### src/rtl/spi_frame_engine_pkg.sv
// rtl/spi_frame_engine_pkg.sv - shared types and constants for the SPI frame engine
package spi_frame_pkg;

    typedef enum logic [2:0] {
        IDLE,
        CS_SETUP,
        SHIFT,
        CS_HOLD,
        DONE
    } frame_state_t;

    // Top two bits of the ADXL345 command byte; the engine never decodes them.
    localparam logic [1:0] SPI_WRITE_MODE = 2'b00;
    localparam logic [1:0] SPI_READ_MODE  = 2'b10;

    localparam int DEF_TX_WIDTH = 16;
    localparam int DEF_RX_WIDTH = 8;

    // Counter width able to hold 0..max(a,b,c)-1.
    function automatic int cnt_width(input int a, input int b, input int c);
        int m;
        m = a;
        if (b > m) m = b;
        if (c > m) m = c;
        return (m < 2) ? 1 : $clog2(m);
    endfunction

endpackage

### src/rtl/spi_frame_engine_if.sv
// rtl/spi_frame_engine_if.sv - start/done command handshake between controller and frame engine
interface spi_frame_engine_if
    import spi_frame_pkg::*;
#(
    parameter int TX_WIDTH = DEF_TX_WIDTH,
    parameter int RX_WIDTH = DEF_RX_WIDTH
);
    logic                start;
    logic [TX_WIDTH-1:0] data_tx;
    logic                done;
    logic [RX_WIDTH-1:0] data_rx;

    modport master (output start, output data_tx, input done, input data_rx);
    modport slave  (input start, input data_tx, output done, output data_rx);
endinterface

### src/rtl/spi_frame_engine_sclk_gate.sv
// rtl/spi_frame_engine_sclk_gate.sv - registered SCLK enable and OR-gating of spi_clk_out
module spi_sclk_gate (
    input  logic reset,
    input  logic spi_clk,
    input  logic spi_clk_out,
    input  logic sclk_set,
    input  logic sclk_clr,
    output logic sclk
);
    logic sclk_en;

    // Enable changes only just after a posedge spi_clk, where spi_clk_out is high, so SCLK never glitches.
    always_ff @(posedge spi_clk or negedge reset) begin
        if (!reset) begin
            sclk_en <= 1'b0;
        end else if (sclk_clr) begin
            sclk_en <= 1'b0;
        end else if (sclk_set) begin
            sclk_en <= 1'b1;
        end
    end

    assign sclk = spi_clk_out | ~sclk_en;
endmodule

### src/rtl/spi_frame_engine.sv
// rtl/spi_frame_engine.sv - SPI mode-3 frame master for ADXL345; SPI_FRAME_ENGINE_ABORT_EN enables mid-frame abort
module spi_frame_engine
    import spi_frame_pkg::*;
#(
    parameter int TX_WIDTH        = DEF_TX_WIDTH,
    parameter int RX_WIDTH        = DEF_RX_WIDTH,
    parameter int CS_SETUP_CYCLES = 1,
    parameter int CS_HOLD_CYCLES  = 1
) (
    input  logic               reset,
    input  logic               spi_clk,
    input  logic               spi_clk_out,
    spi_frame_engine_if.slave  host,
    output logic               SPI_SDI,
    input  logic               SPI_SDO,
    output logic               SPI_CSN,
    output logic               SPI_CLK
);
    localparam int CNT_W = cnt_width(TX_WIDTH, CS_SETUP_CYCLES, CS_HOLD_CYCLES);
    localparam logic [CNT_W-1:0] SETUP_LAST = CNT_W'(CS_SETUP_CYCLES - 1);
    localparam logic [CNT_W-1:0] SHIFT_LAST = CNT_W'(TX_WIDTH - 1);
    localparam logic [CNT_W-1:0] HOLD_LAST  = CNT_W'(CS_HOLD_CYCLES - 1);

    frame_state_t        state;
    logic [CNT_W-1:0]    cnt;
    logic [TX_WIDTH-1:0] tx_sr;
    logic [RX_WIDTH-1:0] rx_sr;
    logic [RX_WIDTH-1:0] rx_next;
    logic                abort;
    logic                sclk_set;
    logic                sclk_clr;

    // Only the trailing RX_WIDTH bits of the frame are kept.
    assign rx_next = RX_WIDTH'({rx_sr, SPI_SDO});

`ifdef SPI_FRAME_ENGINE_ABORT_EN
    assign abort = !host.start && (state inside {CS_SETUP, SHIFT, CS_HOLD});
`else
    assign abort = 1'b0;
`endif

    assign sclk_set = (state == CS_SETUP) && (cnt == SETUP_LAST);
    assign sclk_clr = ((state == SHIFT) && (cnt == SHIFT_LAST)) || abort;

    spi_sclk_gate u_sclk_gate (
        .reset       (reset),
        .spi_clk     (spi_clk),
        .spi_clk_out (spi_clk_out),
        .sclk_set    (sclk_set),
        .sclk_clr    (sclk_clr),
        .sclk        (SPI_CLK)
    );

    // Frame sequencer: chip select, bit shifting and the start/done handshake.
    always_ff @(posedge spi_clk or negedge reset) begin
        if (!reset) begin
            state        <= IDLE;
            cnt          <= '0;
            tx_sr        <= '0;
            rx_sr        <= '0;
            host.done    <= 1'b0;
            host.data_rx <= '0;
            SPI_CSN      <= 1'b1;
            SPI_SDI      <= 1'b1;
        end else if (abort) begin
            state   <= IDLE;
            cnt     <= '0;
            SPI_CSN <= 1'b1;
            SPI_SDI <= 1'b1;
        end else begin
            case (state)
                IDLE: begin
                    if (host.start) begin
                        tx_sr   <= host.data_tx;
                        SPI_SDI <= host.data_tx[TX_WIDTH-1];
                        SPI_CSN <= 1'b0;
                        cnt     <= '0;
                        state   <= CS_SETUP;
                    end
                end
                CS_SETUP: begin
                    if (cnt == SETUP_LAST) begin
                        cnt   <= '0;
                        state <= SHIFT;
                    end else begin
                        cnt <= cnt + 1'b1;
                    end
                end
                SHIFT: begin
                    rx_sr   <= rx_next;
                    tx_sr   <= tx_sr << 1;
                    SPI_SDI <= tx_sr[TX_WIDTH-2];
                    if (cnt == SHIFT_LAST) begin
                        host.data_rx <= rx_next;
                        cnt          <= '0;
                        state        <= CS_HOLD;
                    end else begin
                        cnt <= cnt + 1'b1;
                    end
                end
                CS_HOLD: begin
                    if (cnt == HOLD_LAST) begin
                        SPI_CSN   <= 1'b1;
                        SPI_SDI   <= 1'b1;
                        host.done <= 1'b1;
                        cnt       <= '0;
                        state     <= DONE;
                    end else begin
                        cnt <= cnt + 1'b1;
                    end
                end
                DONE: begin
                    // Returning to IDLE first guarantees a held start cannot retrigger.
                    if (!host.start) begin
                        host.done <= 1'b0;
                        state     <= IDLE;
                    end
                end
                default: state <= IDLE;
            endcase
        end
    end
endmodule

### src/flat_wrapper.sv
// flat-port wrapper written by rule: the top's interface ports become plain ports
module spi_frame_engine_flat import spi_frame_pkg::*;
#(
    parameter int TX_WIDTH        = DEF_TX_WIDTH,
    parameter int RX_WIDTH        = DEF_RX_WIDTH,
    parameter int CS_SETUP_CYCLES = 1,
    parameter int CS_HOLD_CYCLES  = 1
)
  (reset, spi_clk, spi_clk_out, SPI_SDI, SPI_SDO, SPI_CSN, SPI_CLK, host_start, host_data_tx, host_done, host_data_rx);
  spi_frame_engine_if #(.TX_WIDTH(TX_WIDTH), .RX_WIDTH(RX_WIDTH)) host_i ();
  input  logic reset;
  input  logic spi_clk;
  input  logic spi_clk_out;
  output logic SPI_SDI;
  input  logic SPI_SDO;
  output logic SPI_CSN;
  output logic SPI_CLK;
  input wire logic [$bits(host_i.start)-1:0] host_start;
  input wire logic [$bits(host_i.data_tx)-1:0] host_data_tx;
  output wire logic [$bits(host_i.done)-1:0] host_done;
  output wire logic [$bits(host_i.data_rx)-1:0] host_data_rx;
  assign host_i.start = host_start;
  assign host_i.data_tx = host_data_tx;
  assign host_done = host_i.done;
  assign host_data_rx = host_i.data_rx;
  spi_frame_engine #(.TX_WIDTH(TX_WIDTH), .RX_WIDTH(RX_WIDTH), .CS_SETUP_CYCLES(CS_SETUP_CYCLES), .CS_HOLD_CYCLES(CS_HOLD_CYCLES)) u_core (.reset(reset), .spi_clk(spi_clk), .spi_clk_out(spi_clk_out), .host(host_i), .SPI_SDI(SPI_SDI), .SPI_SDO(SPI_SDO), .SPI_CSN(SPI_CSN), .SPI_CLK(SPI_CLK));
endmodule
### config.mk
export PLATFORM = sky130hd
export DESIGN_NAME = spi_frame_engine_flat
export DESIGN_NICKNAME = d
export VERILOG_FILES = /design/src/rtl/spi_frame_engine_pkg.sv /design/src/rtl/spi_frame_engine_if.sv /design/src/rtl/spi_frame_engine_sclk_gate.sv /design/src/rtl/spi_frame_engine.sv /design/src/flat_wrapper.sv
export SDC_FILE = /design/constraint.sdc
export NUM_CORES = 1
export LEC_CHECK = 0
export CAP_MARGIN = 10
export CORE_UTILIZATION = 51
export DETAILED_ROUTE_END_ITERATION = 10
export PLACE_DENSITY_LB_ADDON = 0.15
export SETUP_SLACK_MARGIN = 0.4
export SLEW_MARGIN = 20
export SYNTH_ARGS = -nofsm -noshare
export SYNTH_HDL_FRONTEND = slang
export SYNTH_SLANG_ARGS = --single-unit
### constraint.sdc
create_clock -name spi_clk -period 2 [get_ports spi_clk]
set_clock_uncertainty 0.15 [all_clocks]
set_input_delay 0.2 -clock spi_clk [delete_from_list [all_inputs] [get_ports spi_clk]]
set_output_delay 0.2 -clock spi_clk [all_outputs]
set_load 0.05 [all_outputs]
==> metrics.md <==
| Metric | Value |
|---|---|
| Mux share of post-synthesis cell area | 4.98% |
| Pre-CTS WS | roughly 0.22 ns |
| Highest Clock Rate | 0.587 GHz |
| Most used DFF post-synth | dfrtp_1 |
| Setup ws final | 0.297 ns |
| R2R Setup Slk | 0.30 ns |
| Yosys Warn Count | 0 |
| Design Area, Final | 0.00245 mm² |
| Setup crit start kind | flop |
| Post-synth EDFFs | 0 |
| CP max stage delay | 0.48 ns |
| Pwr/cell area | 1310 mW/mm² |
| Seq/Total Area, Yosys | 56.9% |
| Post-DRT Antenna Nets | 0 |
| Vias in the first global route | ~1.4k |
| Core area | 0.00336 mm² |
| Number of diodes | 0 |
| GRT busiest layer | met2 |
| Leak pwr | 1.12 nW |
| DP Area | 0.00220 mm² |
| Max VDD drop | 0.703 mV |
| Synth Register Bits | a little over 40 |
| PortBufs | 32 |
| Initial antenna violation count | 0 |
| Final Hold Fails | 0 |
| CTS tree | done |
| Adder-cell share of the synthesized area | 1.38% |
| Worst hold path type | in -> reg |
| Area of the die | 0.00379 mm² |
| CTS buffer count | 5 |
| Setup TNS Final | 0 ns |
| Synth area leaders | dfrtp_1 54%, nand2_1 8.5%, o21ai_0 6.4%, mux2_2 5.0%, o22ai_1 4.8% |
| Routed WL | 4080 µm |
| Simple-gate share of the synthesized area | 16.1% |
| Grt ovf | 0 |
| Initial Utilization | 53.8% |
| Met1 usage | 27.4% |
| Post-synthesis cell type count | 34 |
| XOR/XNOR Fraction of Synth Area | 0% |
| Drt pass-1 iters | 4 |
| CP bufs+invs | 1 |
| FFs w/ async S/R, synth | 100% |
| CP Class | reg -> reg |
| Max-slew violation count | 0 |
| Status | finished, final reports clean |
| CP Cell Sequence | inv_2, ha_4, nor3b_4, o2bb2ai_2, a211o_1 |
| Net count after synthesis | 198 |
| Synth cell count leaders | 41 x nand2_1, 39 x dfrtp_1, 23 x o21ai_0 |
| Boundary pin count | 33 |
| Row cnt | 21 |
| First-pass GRT wire length | 6270 µm |
| WL/cell | around 15 µm |
| Via count | 1501 |
| Relative slew slack | between 60% and 70% |
| Count leader, synth | nand2_1 |
| Die X | 61.5 µm |
| CP arrival | around 1.8 ns |
| Mapped Cells | ~180 |
| NumNets Final | about 250 |
| RSZ-0062 raised after global routing | yes |
| Synthesized area per cell | around 10 µm² |
| Worst-margin pin slew | 0.497 ns |
| Period utilisation layout | 85.2% |
| DRC | 0 |
| Main combinational cell family by area after synthesis | compound AO/OA/AOI/OAI gates |
| Synth Cell Area | 0.00181 mm² |
| Critical path capture point type | flop |
| All-layer global routing usage | 23.3% |
| Max cap viols | 0 |
| Placer Congestion | 0.806 |
| Post-synth top area share | 54.0% |
| DR vias/cell | about 5.4 |
| Die Y | approximately 62 µm |
| TritonCTS Sinks | between 40 and 50 |
| CP top delay family | flip-flops |
| Met2 Use GR | approximately two fifths |
| # setup viols final | 0 |
| Largest area contributor in the netlist | dfrtp_1 |
| Final Util | 72.7% |
| Root Buffer | clkbuf_4 |
| Crit path time final | 1.70 ns |
| Dpl hpwl | 2570 µm |
| Clk buf depth | 2 |
| Drt initial violations | roughly 120 |
| CP Max Fanout | 5 |
| Worst-Skew Late Latency | 0.35 ns |
| GR Util met3 | 6.72% |
| Area growth, synth to finish | 35.3% |
| Largest net degree at the start of global routing | 42 |
| Reg clk slew, reported paths | approximately 0.12 ns |
| Clock H-tree levels | 2 |
| Fraction of layout instances using a drive strength above 1 | 32.2% |
| Complex-gate fraction of the synthesized area | 17.6% |
| Critical Path RT | 2.09 ns |
| Crit-path slowest cell | dfrtp_2 |
==> state kept, by name, summed over array words and instances (netlist names) <==
name / flops
u_core.u_sclk_gate.sclk_en: 1
u_core.SPI_SDI: 1
u_core.rx_sr: 7
u_core.SPI_CSN: 1
u_core.state: 3
u_core.host.done: 1
u_core.host.data_rx: 8
u_core.tx_sr: 15
u_core.cnt: 4
==> layer usage <==
layer	vias to the layer above	share of wire (%)
li1	723	-
met1	728	44
met2	39	50
met3	11	3.9
met4	0	2.4
met5	-	0
==> logic make-up (layout without fill, tap and decap cells) <==
kind of cell / count (synthesis) / in the layout
and+or+nand+nor: 61 / 61
AOI/OAI and AO/OA: 51 / 51
DFF: 41 / 41
buffers and inverters: 12 / 67
muxes: 8 / 8
adders and majority gates: 2 / 2
==> repair_timing <==
action / CTS / global route
buffers inserted: 8 / 9
hold endpoints to repair: 39 / 0
endpoints found under the setup margin: 38 / 41
hold buffers: 1 / 0
pin swaps: 8 / 10
resized for setup: 32 / 23
==> stage by stage <==
step | cells | hold WS [ns] | power, W
final | 276 | 0.250 | 0.00320
after global routing | 276 | 0.267 | 0.00341
after CTS | 267 | 0.249 | 0.00306
after detailed placement | 251 | 0.141 | 0.00248
after floorplan | 175 | -0.246 | 0.00214
after global placement | 251 | 0.129 | 0.00240
==> area by class of cell <==
type / count / area, µm²
Timing Repair Buffer: 55 / 462
Fill cell: 271 / 917
Clock buffer: 6 / 51.3
Inverter: 5 / 18.8
Tap cell: 46 / 57.6
Clock inverter: 1 / 7.51
Sequential cell: 41 / 1030
Multi-Input combinational cell: 122 / 816
==> where the power goes <==
group / switching, W / leakage [nW] / internal, W
Clock: 0.000267 / 0.0303 / 0.000165
Combinational: 0.000778 / 0.572 / 0.000624
Sequential: 0.000242 / 0.514 / 0.00112
==> cell usage in the layout (no fill, tap or decap), drive strengths merged, types with 2 or more instances in the layout <==
cell and n:
buf 26, ha 2, mux2 8, nand2 42, o22ai 14, inv 5
nand3 2, clkdlybuf4s50 19, nor3b 2, nand2b 3, o21ai 23, clkbuf 15
o2bb2ai 2, a21oi 2, dfrtp 39, dfstp 2, o31ai 2, nor2 9
==> tightest hold or removal path: stages <==
cell and delay [ns]:
clkdlybuf4s50_1 0.43, nand2_1 0.07, nand2_1 0.04
==> path summary, 6_finish.rpt <==
path                              endpoint  cells after the start       startpoint
max                        u_core.state[1]                      5    u_core.cnt[0]
min                        u_core.rx_sr[0]                      3          SPI_SDO
max reg2reg                u_core.state[1]                      5    u_core.cnt[0]
min reg2reg                u_core.rx_sr[6]                      2  u_core.rx_sr[6]
max in group asynchronous  u_core.state[1]                      3            reset
min in group asynchronous  u_core.tx_sr[4]                      3            reset
Power figures use the tool's default switching activity.
